File: src/rtl/mux_scan_pkg.sv
// Shared constants, state type and sel stepping for the mux scan controller.
// Define MUX_SCAN_MSB_FIRST_EN to scan bit 7 down to bit 0 instead of 0 up to 7.
package mux_scan_pkg;

    localparam int unsigned DATA_W = 8;
    localparam int unsigned SEL_W  = 3;

    typedef enum logic {
        IDLE,
        SCAN
    } state_t;

`ifdef MUX_SCAN_MSB_FIRST_EN
    localparam logic [SEL_W-1:0] FIRST_SEL = 3'd7;
    localparam logic [SEL_W-1:0] LAST_SEL  = 3'd0;

    function automatic logic [SEL_W-1:0] step_sel(input logic [SEL_W-1:0] s);
        return s - 1'b1;
    endfunction
`else
    localparam logic [SEL_W-1:0] FIRST_SEL = 3'd0;
    localparam logic [SEL_W-1:0] LAST_SEL  = 3'd7;

    function automatic logic [SEL_W-1:0] step_sel(input logic [SEL_W-1:0] s);
        return s + 1'b1;
    endfunction
`endif

endpackage

File: src/rtl/mux_scan_ctrl.sv
// Captures a byte and walks an external 8:1 mux select across it, holding each
// select for at least HOLD cycles and advancing only when the consumer is ready.
module mux_scan_ctrl
    import mux_scan_pkg::*;
#(
    parameter int unsigned HOLD = 1
) (
    input  logic              clk,
    input  logic              rst,
    input  logic              load_valid,
    input  logic [DATA_W-1:0] load_data,
    output logic              load_ready,
    output logic [DATA_W-1:0] in,
    output logic [SEL_W-1:0]  sel,
    output logic              bit_valid,
    input  logic              bit_ready,
    output logic              done
);

    localparam int unsigned      CNT_W    = $clog2(HOLD) + 1;
    localparam logic [CNT_W-1:0] HOLD_MAX = CNT_W'(HOLD - 1);

    state_t            r_state;
    state_t            w_next_state;
    logic [DATA_W-1:0] r_in;
    logic [SEL_W-1:0]  r_sel;
    logic [CNT_W-1:0]  r_hold_cnt;
    logic              w_capture;
    logic              w_xfer;
    logic              w_last;

    always_ff @(posedge clk or posedge rst) begin
        if (rst) begin
            r_state <= IDLE;
        end else begin
            r_state <= w_next_state;
        end
    end

    always_comb begin
        w_next_state = r_state;
        load_ready   = 1'b0;
        bit_valid    = 1'b0;
        done         = 1'b0;
        w_capture    = 1'b0;
        w_xfer       = 1'b0;
        w_last       = (r_sel == LAST_SEL);
        case (r_state)
            IDLE: begin
                load_ready = 1'b1;
                if (load_valid) begin
                    w_capture    = 1'b1;
                    w_next_state = SCAN;
                end
            end
            SCAN: begin
                bit_valid = 1'b1;
                if ((r_hold_cnt == HOLD_MAX) && bit_ready) begin
                    w_xfer = 1'b1;
                    if (w_last) begin
                        done         = 1'b1;
                        w_next_state = IDLE;
                    end
                end
            end
        endcase
    end

    // hold_cnt saturates at HOLD-1 so a stalled bit transfers as soon as ready returns
    always_ff @(posedge clk or posedge rst) begin
        if (rst) begin
            r_in       <= '0;
            r_sel      <= FIRST_SEL;
            r_hold_cnt <= '0;
        end else if (w_capture) begin
            r_in       <= load_data;
            r_sel      <= FIRST_SEL;
            r_hold_cnt <= '0;
        end else if (w_xfer) begin
            r_hold_cnt <= '0;
            if (!w_last) begin
                r_sel <= step_sel(r_sel);
            end
        end else if ((r_state == SCAN) && (r_hold_cnt != HOLD_MAX)) begin
            r_hold_cnt <= r_hold_cnt + 1'b1;
        end
    end

    assign in  = r_in;
    assign sel = r_sel;

endmodule

File: config.mk
export PLATFORM = sky130hd
export DESIGN_NAME = mux_scan_ctrl
export DESIGN_NICKNAME = d
export VERILOG_FILES = /design/src/rtl/mux_scan_pkg.sv /design/src/rtl/mux_scan_ctrl.sv
export SDC_FILE = /design/constraint.sdc
export NUM_CORES = 1
export LEC_CHECK = 0
export CAP_MARGIN = 25
export CORE_UTILIZATION = 31
export DETAILED_ROUTE_END_ITERATION = 8
export DONT_BUFFER_PORTS = 1
export GPL_ROUTABILITY_DRIVEN = 0
export PLACE_DENSITY = 0.46
export SYNTH_ARGS = -nofsm -noshare
export SYNTH_HDL_FRONTEND = slang
export SYNTH_SLANG_ARGS = --single-unit
export TNS_END_PERCENT = 100
File: constraint.sdc
create_clock -name clk -period 2.95 [get_ports clk]
set_clock_uncertainty 0.1 [all_clocks]
set_input_delay 0.4425 -clock clk [delete_from_list [all_inputs] [get_ports clk]]
set_output_delay 0.4425 -clock clk [all_outputs]
set_load 0.02 [all_outputs]
### Word-level counts from Yosys, hierarchy flattened

Index checks and enable logic that the tools add are counted.

* divide/modulo/power cells: 0
* shift operators: 0
* reduce and logical (&&, ||, !) cells: 5
* order comparisons: 0
* bitwise gates (word level): 2
* equal/unequal tests: 2
* multipliers: 0
* mux-type cells: 18
* add/sub/neg operators: 2

Operator list (count)
* 2-to-1 mux 1 bit: 14
* 2-to-1 mux 3 bit: 3
* adder 3 x 1 -> 3 bit (second input constant): 1
* == test 3 bit (second input constant): 1
* nonzero test 3 bit: 1
* logical AND 1 bit: 2
* != test 2 bit (second input constant): 1
* NOT 1 bit: 2
* one-hot mux 1 bit (2 select lines): 1
* AND reduction 2 bit: 1
* nonzero test 2 bit: 1
* adder 1 bit (second input constant): 1

* word-level logic and storage cells: 33
* memories: 0
* memory bits (writable): 0
* latch bits: 0
* input bits: 12
* output and inout port bits: 14
* flip-flop bits (word level): 13
* ROM bits: 0

### Logic depth before layout (Yosys ltp)

Gate-level depths: netlist of the first run.

* depth after elaboration: 6
* gate-level depth with buffers: 5
* depth with buffers taken out: 5

### Worst setup path after synthesis of the first run

No wires, ideal clock.

* path type: flip-flop to output port
* start: reg r_sel[0], in the netlist sel[0]
* end: out done
* stages on the path, launching flop included: 5
* path slack: 1.065 ns
* data required time: 2.408 ns
* path buffers: 0
* data arrival time: 1.343 ns
* cell sequence: dfrtp_1 ha_1 ha_1 nand2_1 nor3_1

* word-level cells in the longest chain between the ends: 4

RTL lines
* start, declared: line mux_scan_ctrl.sv:26 `logic [SEL_W-1:0] r_sel;`
* start signal, assigned: line mux_scan_ctrl.sv:82 `r_sel <= step_sel(r_sel);`
* == test 3 bit: line mux_scan_ctrl.sv:47 `w_last = (r_sel == LAST_SEL);`
* 2-to-1 mux 1 bit: line mux_scan_ctrl.sv:60 `if (w_last) begin`
* 2-to-1 mux 1 bit: line mux_scan_ctrl.sv:58 `if ((r_hold_cnt == HOLD_MAX) && bit_ready) begin`
* 2-to-1 mux 1 bit: line mux_scan_ctrl.sv:48 `case (r_state)`
* end, declared: line mux_scan_ctrl.sv:17 `output logic done`

Every way passes these cells.

### Final worst setup path of the first run

Same ends and word-level chain as after synthesis.

==> key figures, run 1 <==
Run
  – Max_cap viols: 0

Pwr
  – Pwr/cell area: 1159 nW/um2
  – Switching power: 0.0002945 W
  – Share of power burned in combinational logic: 0.273
  – Register share of total power: 0.579
  – Net Sw Frac: 0.4037
  – Max VDD drop: roughly 400 uV
  – Leakage: 0.2941 nW
  – Internal Power: 0.0004351 W
  – Power, Total: 0.0007296 W
  – Clock power share: 0.149

Layout
  – Sequential cell area: 325.3 um2
  – ANT cells: 0
  – Fillers: 184
  – Fraction of layout cells with a size suffix above 1: 0.3023
  – Synth-to-Final Area Change: 9.825%
  – NumNets Final: 58
  – Layout Cells excl Fill: 68
  – Multi-input gate area: 229.0 um2

Run status
  – Status: completed

Floorplan
  – Core Rows: 15
  – Starting density of the core: 0.3319
  – Die height: 45.00 um
  – DIE AREA: 2025 um2
  – Die width: between 40 and 50 um
  – I/O Pins: 26
  – Core area: between 1500 and 2000 um2

Route
  – ANT nets after route: 0
  – Post-Route WL: 864 um
  – Via density: 4.515
  – Routed via count: between 300 and 400
  – WL per Instance: 12.71 um
  – Drt first pass iters: 2
  – Iter 0 DRT Violations: 3
  – DRC Markers: 0

Timing
  – Hold Fails Final Rpt: 0
  – Max Slew Vio Count: 0
  – Post-route setup slack: a little under 0.7 ns
  – Period minus WS final: around 2.3 ns
  – Final Hold Slack: 0.2120 ns
  – Unrepaired setup endpoints after global routing: false
  – Tightest Pin Transition: 0.7121 ns
  – Tcrit/Tclk final: 0.7715
  – Setup TNS: 0 ns
  – Peak Freq: 0.4394 GHz
  – Slew HR: 0.5216
  – Setup violations, final: 0

GRT
  – First-pass GRT wire length: 1166 um
  – Largest net degree at the start of global routing: 14
  – Initial antenna violation count: 0
  – GRT overflow: 0
  – Vias in the first global route: 295
  – GRT Overall Usage: 0.08670

CTS
  – CTS tree: yes
  – H-Tree Depth: 1
  – Worst-path clk slew: 0.08 ns
  – CTS root buf: clkbuf_4
  – Clk_lat worst skew: approximately 0.27 ns
  – Post-cts resize count: 0
  – Clk sinks: 13
  – Max Root-Sink Buffers: 2
  – Clock buffer count from CTS: 3

Logic synthesis
  – Ys Warns: 0
  – #FFs+latches synth: 13
  – Mapped Area: 573.1 um2
  – Yosys cell types: 14
  – Syn Inst Count: 39
  – Seq/Total Area, Yosys: 0.5677
  – Mapped Avg Cell Area: 14.69 um2
  – Mapped Nets: 53

Min path
  – Hold crit path type: in2reg

Placement
  – DP Wirelength: ~670 um
  – Cell Count Post-Placement: between 60 and 70
  – Number of port buffers: 0
  – Dpl ws: 0.9629 ns

Worst setup path
  – CP Capture Type: primary output
  – CP arrival: roughly 1.7 ns
  – Startpoint type of the worst setup path: flop
  – CP required: 2.41 ns
  – CP Class: reg2out
  – Max Fanout on Critical Path: 3
-- repair_timing --
| item | 4_1_cts | 5_1_grt |
|---|---|---|
| buffers inserted | 0 | 0 |
| hold buffers | 1 | 0 |
| hold endpoints to repair | 13 | 0 |
-- layout by cell type, fill, tap and decap left out, drive strengths merged, types with 2 or more instances in the layout --
| cell | Yosys | layout |
|---|---|---|
| dfrtp | 13 | 13 |
| mux2 | 8 | 8 |
| nor2 | 5 | 5 |
| clkbuf | 0 | 4 |
| mux2i | 2 | 2 |
| inv | 2 | 2 |
| ha | 2 | 2 |
-- sequential cells by signal (all words and copies together) (netlist names) --
register / cells
sel: 3
r_hold_cnt: 1
in: 8
r_state: 1
-- worst paths after layout --
path                                              from  slack, ns                      to  cells after the start
worst max-delay path                sel[0]$_DFFE_PP0P_       0.67                    done                      4
max in group asynchronous                          rst       1.90      sel[1]$_DFFE_PP0P_                      2
worst min-delay path                      load_data[4]       0.21       in[4]$_DFFE_PP0P_                      1
min in group asynchronous                          rst       0.52       in[3]$_DFFE_PP0P_                      2
worst min register to register  r_hold_cnt$_DFFE_PP0P_       0.42  r_hold_cnt$_DFFE_PP0P_                      1
worst max register to register      sel[0]$_DFFE_PP0P_       1.13       r_state$_DFF_PP0_                      5
-- per-stage QoR --
step | area [um2] | util
floorplan | 573.1 | -
finish | 629.4 | 0.3645
detailed placement | 593.1 | 0.3435
global placement | 593.1 | 0.3435
global route | 629.4 | 0.3645
CTS | 629.4 | 0.3645
-- power by group through the flow --
stage          Sequential, W  Clock [W]  Combinational (W)
2_1_floorplan       0.000410          0           0.000183
4_1_cts             0.000425   0.000113           0.000205
5_1_grt             0.000434   0.000120           0.000216
3_3_place_gp        0.000427          0           0.000191
3_5_place_dp        0.000427          0           0.000203
6_report            0.000422   0.000108           0.000199
-- cell usage after synthesis --
| master | n | area share |
|---|---|---|
| inv_1 | 2 | 0.013 |
| xnor2_1 | 1 | 0.015 |
| nor2_1 | 5 | 0.033 |
| and2_1 | 1 | 0.011 |
| mux2_4 | 7 | 0.18 |
| nor2b_2 | 1 | 0.015 |
| mux2_2 | 1 | 0.020 |
| mux2i_1 | 2 | 0.035 |
| nand2_1 | 1 | 0.0065 |
| ha_1 | 2 | 0.044 |
| and4bb_4 | 1 | 0.028 |
| nor3_1 | 1 | 0.0087 |
| dfrtp_1 | 13 | 0.57 |
| buf_6 | 1 | 0.020 |
-- metal layers --
metal | global-route usage | wire length, um
met1 | 0.09924 | 368
met2 | 0.1420 | 412
met3 | 0.02400 | 83
met4 | 0.05455 | 0
met5 | 0 | 0
-- cells by family after synthesis --
group,after synthesis,synth area share
buffers and inverters,3,0.03275
XOR/XNOR,1,0.01529
flip-flops,13,0.5677
AND/OR/NAND/NOR,10,0.1026
multiplexers,10,0.2380
adder cells (fa/ha/maj),2,0.04366
-- area by class of cell --
cell class                 instances  area share
clock buffer                       4     0.04175
inverter                           2     0.01193
timing repair buffer               1     0.01590
tap                               25     0.04970
multi-input combinational         23      0.3638
sequential                        13      0.5169
-- critical path, stage by stage (launching register included) --
cell and delay (ns):
dfrtp_1 0.50, ha_1 0.21, ha_1 0.15, nand2_1 0.05
nor3_1 0.55
No activity file was read; power rests on OpenSTA's default activity.
==> run 2, diff against run 1 <==
==> constraint.sdc (replaced) <==
create_clock -name clk -period 2.2 [get_ports clk]
set_clock_uncertainty 0.1 [all_clocks]
set_input_delay 0.33 -clock clk [delete_from_list [all_inputs] [get_ports clk]]
set_output_delay 0.33 -clock clk [all_outputs]
set_load 0.02 [all_outputs]
==> run 2 against run 1 <==
Sequential power is 35% higher. Clock power is 29% higher. Register-to-register slack worse by 0.68 ns. Via count is 0.33% lower. Worst hold slack worse by 0.11 ns. Worst setup slack worse by 0.38 ns.
==> key figures, run 2 (synthesis gave the netlist of run 1 again) <==
Run status
  – Status: completed (unchanged)

Timing
  – Slew HR: 0.6780 (was 0.5216)
  – Max Slew Vio Count: 0 (unchanged)
  – Peak Freq: between 0.5 and 0.6 GHz
  – Unrepaired setup endpoints after global routing: false (unchanged)
  – Setup TNS: 0 ns (unchanged)
  – Setup violations, final: 0 (unchanged)
  – Hold Fails Final Rpt: 0 (unchanged)
  – Period minus WS final: about 1.9 ns
  – Tightest Pin Transition: 0.4825 ns (was 0.7121 ns)
  – Tcrit/Tclk final: 0.8665

Worst setup path
  – Crit. Startpoint: sel[0]$_DFFE_PP0P_ (unchanged)
  – CP Capture Type: primary output (unchanged)
  – CP Class: reg2out (unchanged)
  – R2r worst-path depth: 5 (unchanged)
  – CP required: 1.77 ns (was 2.41 ns)
  – Reg-to-reg startpoint: sel[0]$_DFFE_PP0P_ (unchanged)
  – CP arrival: 1.48 ns (was 1.73 ns)
  – Reg2Reg Setup Slack: 0.45 ns (was 1.13 ns)
  – Worst R2R End: sel[1]$_DFFE_PP0P_ (was r_state$_DFF_PP0_)
  – Critical path endpoint: done (unchanged)
  – Max Fanout on Critical Path: 3 (unchanged)
  – Startpoint type of the worst setup path: flop (unchanged)

Pwr
  – Pwr/cell area: 1521 nW/um2 (was 1159 nW/um2)
  – Leakage: 0.3049 nW (was 0.2941 nW)
  – Power, Total: 0.0009798 W (was 0.0007296 W)
  – Max VDD drop: 523.4 uV (was 412.3 uV)

Floorplan
  – Die width: 45.00 um (unchanged)
  – I/O Pins: 26 (unchanged)
  – Core Rows: 15 (unchanged)
  – Core area: 1727 um2 (unchanged)
  – Die height: 45.00 um (unchanged)
  – Starting density of the core: 0.3319 (unchanged)
  – DIE AREA: 2025 um2 (unchanged)

CTS
  – Clock buffer count from CTS: 3 (unchanged)
  – Clk_lat worst skew: 0.26 ns (was 0.27 ns)
  – Post-cts resize count: 0 (unchanged)
  – Post-CTS setup buffer count: 0 (unchanged)
  – CTS tree: yes (unchanged)
  – CTS root buf: clkbuf_4 (unchanged)
  – Clk sinks: 13 (unchanged)
  – Worst-path clk slew: 0.07 ns (was 0.08 ns)
  – Hold_buf cts: 1 (unchanged)
  – H-Tree Depth: 1 (unchanged)
  – Max Root-Sink Buffers: 2 (unchanged)

Min path
  – Hold crit path type: in2reg (unchanged)

Layout
  – Max FFs per register: 8 (unchanged)
  – ANT cells: 0 (unchanged)
  – Synth-to-Final Area Change: 12.45% (was 9.825%)
  – Sequential cell area: 325.3 um2 (unchanged)
  – Fillers: 173 (was 184)
  – Fraction of layout cells with a size suffix above 1: 0.3333 (was 0.3023)
  – Multi-input gate area: 229.0 um2 (unchanged)
  – Commonest non-fill, non-tap cell in the layout: dfrtp_1 (unchanged)
  – NumNets Final: 60 (was 58)
  – Most frequent cells in the layout: 13 x dfrtp_1, 7 x mux2_4, 5 x nor2_1 (unchanged)

Route
  – DRC Markers: 0 (unchanged)
  – WL per Instance: 12.30 um (was 12.71 um)
  – Routed via count: 306 (was 307)
  – Drt first pass iters: 2 (unchanged)
  – Via density: 4.371 (was 4.515)
  – Post-Route WL: 861 um (was 864 um)
  – ANT nets after route: 0 (unchanged)
  – Iter 0 DRT Violations: 3 (unchanged)

GRT
  – Initial antenna violation count: 0 (unchanged)
  – GRT overflow: 0 (unchanged)
  – First-pass GRT wire length: 1311 um (was 1166 um)
  – Largest net degree at the start of global routing: 14 (unchanged)
  – Vias in the first global route: 301 (was 295)
  – GRT Overall Usage: 0.1011 (was 0.08670)

Run
  – Max_cap viols: 0 (unchanged)

Placement
  – DP Wirelength: 700.6 um (was 667.5 um)
  – Number of port buffers: 0 (unchanged)
==> run 2: power breakdown <==
part | switching, W | internal (W)
clock | 0.0000687 | 0.0000700
sequential | 0.000222 | 0.000347
combinational | 0.000101 | 0.000172
total | 0.000391 | 0.000589
==> run 2: critical path, stage by stage, from the launching register on <==
cell,delay (ns)
dfrtp_1,0.50
ha_1,0.20
ha_1,0.16
nand2_1,0.06
nor3_1,0.13
buf_4,0.17
==> run 2: metal layers <==
| layer | share of wire | track usage |
|---|---|---|
| met5 | 0 | 0 |
| met4 | 0 | 0.07273 |
| met3 | 0.11 | 0.06000 |
| met2 | 0.50 | 0.1536 |
| met1 | 0.38 | 0.1020 |
==> run 2: layout make-up <==
| type | count | area share |
|---|---|---|
| well taps | 25 | 0.04854 |
| clock buffers | 4 | 0.04078 |
| inverters | 2 | 0.01165 |
| multi-input cells | 23 | 0.3553 |
| flip-flops and latches | 13 | 0.5049 |
| repair buffers | 3 | 0.03883 |
==> run 2: worst min-delay path by stage <==
| stage | from | to | slack (ns) | cells after the start |
|---|---|---|---|---|
| after floorplan | rst | in[0]$_DFFE_PP0P_ | 0.11 | 1 |
| after global placement | rst | in[3]$_DFFE_PP0P_ | 0.15 | 1 |
| after detailed placement | rst | in[3]$_DFFE_PP0P_ | 0.16 | 1 |
| after CTS | load_data[7] | in[7]$_DFFE_PP0P_ | 0.09 | 1 |
| after global routing | load_data[7] | in[7]$_DFFE_PP0P_ | 0.08 | 1 |
| final | load_data[7] | in[7]$_DFFE_PP0P_ | 0.11 | 1 |
==> run 2: through the flow <==
stage               std cells  worst slack, ns  cell area, um2  hold WS [ns]    util
finish                     70           0.2936           644.4        0.1063  0.3732
global route               70           0.2072           644.4       0.07763  0.3732
CTS                        70           0.2575           644.4       0.09494  0.3732
detailed placement         65           0.4384           608.1        0.1619  0.3522
global placement           65           0.5008           608.1        0.1484  0.3522
floorplan                  39           0.4273           573.1        0.1070       -
